===== config.mk =====
export PLATFORM = sky130hd
export DESIGN_NAME = bin2bcd_seq
export DESIGN_NICKNAME = d
export VERILOG_FILES = /design/src/rtl/bin2bcd_seq.sv
export SDC_FILE = /design/constraint.sdc
export NUM_CORES = 1
export LEC_CHECK = 0
export BUFFER_PORTS_ARGS = -buffer_cell sky130_fd_sc_hd__buf_2
export CORE_ASPECT_RATIO = 1.25
export CORE_MARGIN = 4
export CORE_UTILIZATION = 57
export CTS_CLUSTER_SIZE = 30
export DETAILED_ROUTE_END_ITERATION = 6
export PLACE_DENSITY = 0.79
export SLEW_MARGIN = 40
export SYNTH_ARGS = -nofsm -noshare
export SYNTH_HDL_FRONTEND = slang
export SYNTH_SLANG_ARGS = --single-unit
export TNS_END_PERCENT = 50

===== constraint.sdc =====
create_clock -name clk -period 1.88 [get_ports clk]
set_input_delay 0.094 -clock clk [delete_from_list [all_inputs] [get_ports clk]]
set_output_delay 0.094 -clock clk [all_outputs]
set_load 0.01 [all_outputs]

===== src/rtl/bin2bcd_seq.sv =====
// bin2bcd_seq: serial double-dabble binary-to-BCD converter, one bit per cycle.
// Define BIN2BCD_BLANK_EN to add the registered leading-zero blank mask output.
module bin2bcd_seq #(
   parameter int WIDTH  = 25,
   parameter int DIGITS = 8
) (
   input  logic                  clk,
   input  logic                  rst_n,
   input  logic                  start,
   input  logic [WIDTH-1:0]      abs_num,
   input  logic                  neg_in,
   output logic                  busy,
   output logic                  done,
   output logic [4*DIGITS-1:0]   bcd,
   output logic                  neg_out
`ifdef BIN2BCD_BLANK_EN
  ,output logic [DIGITS-1:0]     blank
`endif
);
   localparam int CW = $clog2(WIDTH + 1);
   localparam logic [1:0] S_IDLE = 2'd0, S_SHIFT = 2'd1, S_DONE = 2'd2;
   logic [1:0]          state_q, state_d;
   logic [CW-1:0]       cnt_q, cnt_d;
   logic [WIDTH-1:0]    bin_q, bin_d;
   logic [4*DIGITS-1:0] scr_q, scr_d, adj, bcd_q, bcd_d;
   logic                neg_q, neg_d, nout_q, nout_d, done_q, done_d;
   always_comb begin
      adj = scr_q;
      for (int i = 0; i < DIGITS; i++)
         adj[4*i+:4] = (scr_q[4*i+:4] >= 4'd5) ? scr_q[4*i+:4] + 4'd3 : scr_q[4*i+:4];
      state_d = state_q;
      cnt_d   = cnt_q;
      bin_d   = bin_q;
      scr_d   = scr_q;
      neg_d   = neg_q;
      bcd_d   = bcd_q;
      nout_d  = nout_q;
      done_d  = 1'b0;
      if (state_q == S_IDLE && start) begin
         state_d = S_SHIFT;
         bin_d   = abs_num;
         neg_d   = neg_in;
         scr_d   = '0;
         cnt_d   = '0;
      end else if (state_q == S_SHIFT) begin
         {scr_d, bin_d} = {adj, bin_q} << 1;
         cnt_d   = cnt_q + 1'b1;
         state_d = (cnt_q == CW'(WIDTH - 1)) ? S_DONE : S_SHIFT;
      end else if (state_q == S_DONE) begin
         bcd_d   = scr_q;
         nout_d  = neg_q;
         done_d  = 1'b1;
         state_d = S_IDLE;
      end else begin
         state_d = S_IDLE;
      end
   end
   always_ff @(posedge clk) begin
      if (!rst_n) begin
         state_q <= S_IDLE;
         cnt_q   <= '0;
         bin_q   <= '0;
         scr_q   <= '0;
         neg_q   <= 1'b0;
         bcd_q   <= '0;
         nout_q  <= 1'b0;
         done_q  <= 1'b0;
      end else begin
         state_q <= state_d;
         cnt_q   <= cnt_d;
         bin_q   <= bin_d;
         scr_q   <= scr_d;
         neg_q   <= neg_d;
         bcd_q   <= bcd_d;
         nout_q  <= nout_d;
         done_q  <= done_d;
      end
   end
   assign busy    = (state_q != S_IDLE);
   assign done    = done_q;
   assign bcd     = bcd_q;
   assign neg_out = nout_q;
`ifdef BIN2BCD_BLANK_EN
   // digit 0 is never blanked so a zero value still shows a single 0
   logic [DIGITS-1:0] blank_q, zero_up;
   assign zero_up[0] = 1'b0;
   for (genvar g = 1; g < DIGITS; g++) begin : g_blank
      assign zero_up[g] = ~|scr_q[4*DIGITS-1:4*g];
   end
   always_ff @(posedge clk) begin
      if (!rst_n)
         blank_q <= {{(DIGITS-1){1'b1}}, 1'b0};
      else if (state_q == S_DONE)
         blank_q <= zero_up;
   end
   assign blank = blank_q;
`endif
endmodule


==> results.toml <==
[clocking]
cts-root-buf = "clkbuf_8"
cts_buffers = 9
cts_buffer_depth = 2
cts_sinks = 99
path_clk_slew_ns = 0.09
htree_levels = 3
clk_latency_ns = 0.35
cts_tree = "yes"

[synth]
synth_flop_cell = "dfxtp_1"
async_flop_share = 0
synth.area.top_cells = "dfxtp_1 (44%), a21boi_1 (9.4%), nand2_1 (8.3%)"
netlist-cell-type-count = 34
netlist_area_sq_mm = 0.00450
yosysWarnings = 0
ys_seq_elements = 99
yosysTopAreaCellShare = 0.441
yosys.area.top_type = "dfxtp_1"
syn-mean-instance-area_sq_um = 8.70
synth.most_common_cell = "nand2_1"
synthTopCellsByCount = "nand2_1 (100), dfxtp_1 (99), a21boi_1 (56), a21oi_1 (26), a22oi_1 (24)"
synth_edf_count = 0
syn-num-nets = 564
synthCells = 517
synth-seq-area-share = 0.441

[final_layout]
final_area_sq_mm = 0.00507
multi_input_area_sq_mm = 0.00227
regArea_sq_mm = 0.00198
final_nets = 612
drive_gt1_frac = 0.177
diodes = 0
syn_to_final_growth_pct = 12.8
fillers = 630

[floorplanning]
row_count = 35
die_h_microns = 107
die_area_sq_mm = 0.00938
core_sq_mm = 0.00753
die_width_microns = 87.4
initial_core_util = 0.597
io_pins = 64

[timing]
period_needed_ns = 1.67
finalClockSkew_ns = 0.00855
setup_viol = 0
rsz0062_at_grt = "no"
min_period_over_period = 0.889
max_freq_mhz = 599
slew_headroom = 0.679
setup-tns-final_ns = 0
maxSlewViolCount = 0
worst_pin_slew_ns = 0.470
hold_viol = 0

[hold_path]
hp-class = "in2reg"

[setup_path]
slowest_stage = "a2111oi_1"
cp.required_ns = 2.17
arrival_ns = 1.96
cpPeakStageDelay_ns = 0.52
cp_cell_sequence = "inv_1 > ha_1 > nand2b_1 > a2111oi_1 > a41oi_1 > a21oi_1"
worst-setup-path-type = "reg2reg"
crit_fanout = 5
endpoint_kind = "flip-flop"
critPathLaunchType = "flip-flop"

[drt]
drt_wl_total_microns = 9380
drt_pass1_iterations = 5
via_per_inst = 5.70
drc_errors = 0
route.vias.total = 3775
wl_per_cell_microns = 14.2
dr.first_iter.drc_count = 180
antenna_left = 0

[global_route]
antenna_found_initial = 0
grt_pass1_vias = 3686
gr-total-overflow = 0
grt_pass1_wl_microns = 15800
grt_use_total = 0.208
grt_max_degree = 38

[flow_run]
maxCapViolCount = 0

[placement]
placed_area_sq_mm = 0.00486
port_buffers = 63
hpwl_microns = 6420
gp_congestion = 0.848

[pwr]
p_total_mw = 3.90
peakVddDrop_mv = 0.772
p_per_area_mw_per_mm2 = 769
leakage_nw = 1.89

[status]
status = "completed"
-- cell families (layout without fill, tap and decap cells) --
group / after synthesis / after routing / share of synthesized area
DFF: 99 / 99 / 0.441
AOI/OAI and AO/OA: 168 / 168 / 0.262
muxes: 8 / 8 / 0.0200
and+or+nand+nor: 161 / 161 / 0.160
adders and majority gates: 18 / 18 / 0.0501
buffers and inverters: 59 / 112 / 0.0590
xor gates and xnor gates: 4 / 4 / 0.00779
-- critical path: cells and delay by family (launching register included) --
family / cells / cell delay [ns]
AND/OR/NAND/NOR: 1 / 0.12
adder cells (fa/ha/maj): 1 / 0.22
flip-flops: 1 / 0.35
AO/OA/AOI/OAI: 3 / 0.75
buffers and inverters: 1 / 0.17
-- metrics by stage --
step           utilization  hold slack (ns)  instances  worst slack, ns
2_1_floorplan            -            0.229        517            0.453
5_1_grt              0.673           0.0354        662           0.0729
4_1_cts              0.673           0.0146        662            0.187
3_5_place_dp         0.646            0.343        644            0.247
3_3_place_gp         0.646            0.338        644            0.416
6_report             0.673           0.0255        662            0.209
-- flip-flops by register name (all words and copies together) (netlist names) --
register / cells
cnt_q: 5
state_q: 2
neg_q: 1
bcd: 32
done: 1
neg_out: 1
scr_q: 32
bin_q: 25
-- cells in the final DEF, fill, tap and decap left out, types with 3 or more instances in the layout --
cell type and instances:
nand2_1 100, a41oi_1 7, a22oi_1 24, dfxtp_1 99
mux2_2 8, buf_4 10, a31oi_1 7, a2111oi_0 6
clkbuf_8 10, nor2_1 21, a211oi_1 14, xor2_1 3
a21boi_1 56, a21oi_1 26, buf_2 63, nor3b_1 7
o21ai_0 15, clkbuf_1 4, nand2b_1 9, nand4_1 3
inv_1 19, ha_1 18, a21boi_0 3, o2bb2ai_1 8
nand3_1 10
-- final timing paths --
path,from,end,slack [ns],depth (start not counted)
min reg2reg,bcd[18],bcd[18],0.45,2
max reg2reg,scr_q[20],scr_q[21],0.21,6
max,scr_q[20],scr_q[21],0.21,6
min,abs_num[22],bin_q[22],0.03,3
-- power breakdown --
| group | leakage, nW | switching (mW) | internal (mW) |
|---|---|---|---|
| clock | 0.0947 | 0.679 | 0.654 |
| sequential | 0.803 | 0.0379 | 2.15 |
| combinational | 0.990 | 0.220 | 0.160 |
| total | 1.89 | 0.937 | 2.96 |
-- layer usage --
layer,vias to the layer above,part of all wire,track usage,wire (microns)
met5,-,0,0,0
li1,1908,-,-,-
met4,0,0.015,0.0647,140
met1,1744,0.42,0.232,3960
met2,108,0.50,0.374,4700
met3,15,0.061,0.0590,571
-- area by class of cell --
cell class / instances / area share
multi-input cells: 359 / 0.447
well taps: 92 / 0.0227
clock inverters: 2 / 0.00691
repair buffers: 77 / 0.0888
inverters: 19 / 0.0141
clock buffers: 14 / 0.0301
flip-flops and latches: 99 / 0.391
-- repair_timing --
item,CTS,global route
buffers inserted,0,0
resized for setup,0,1
endpoints found under the setup margin,0,1
endpoints found under the hold margin,2,0
hold buffers,2,0
Note: power is estimated with default switching activity, not from simulation.
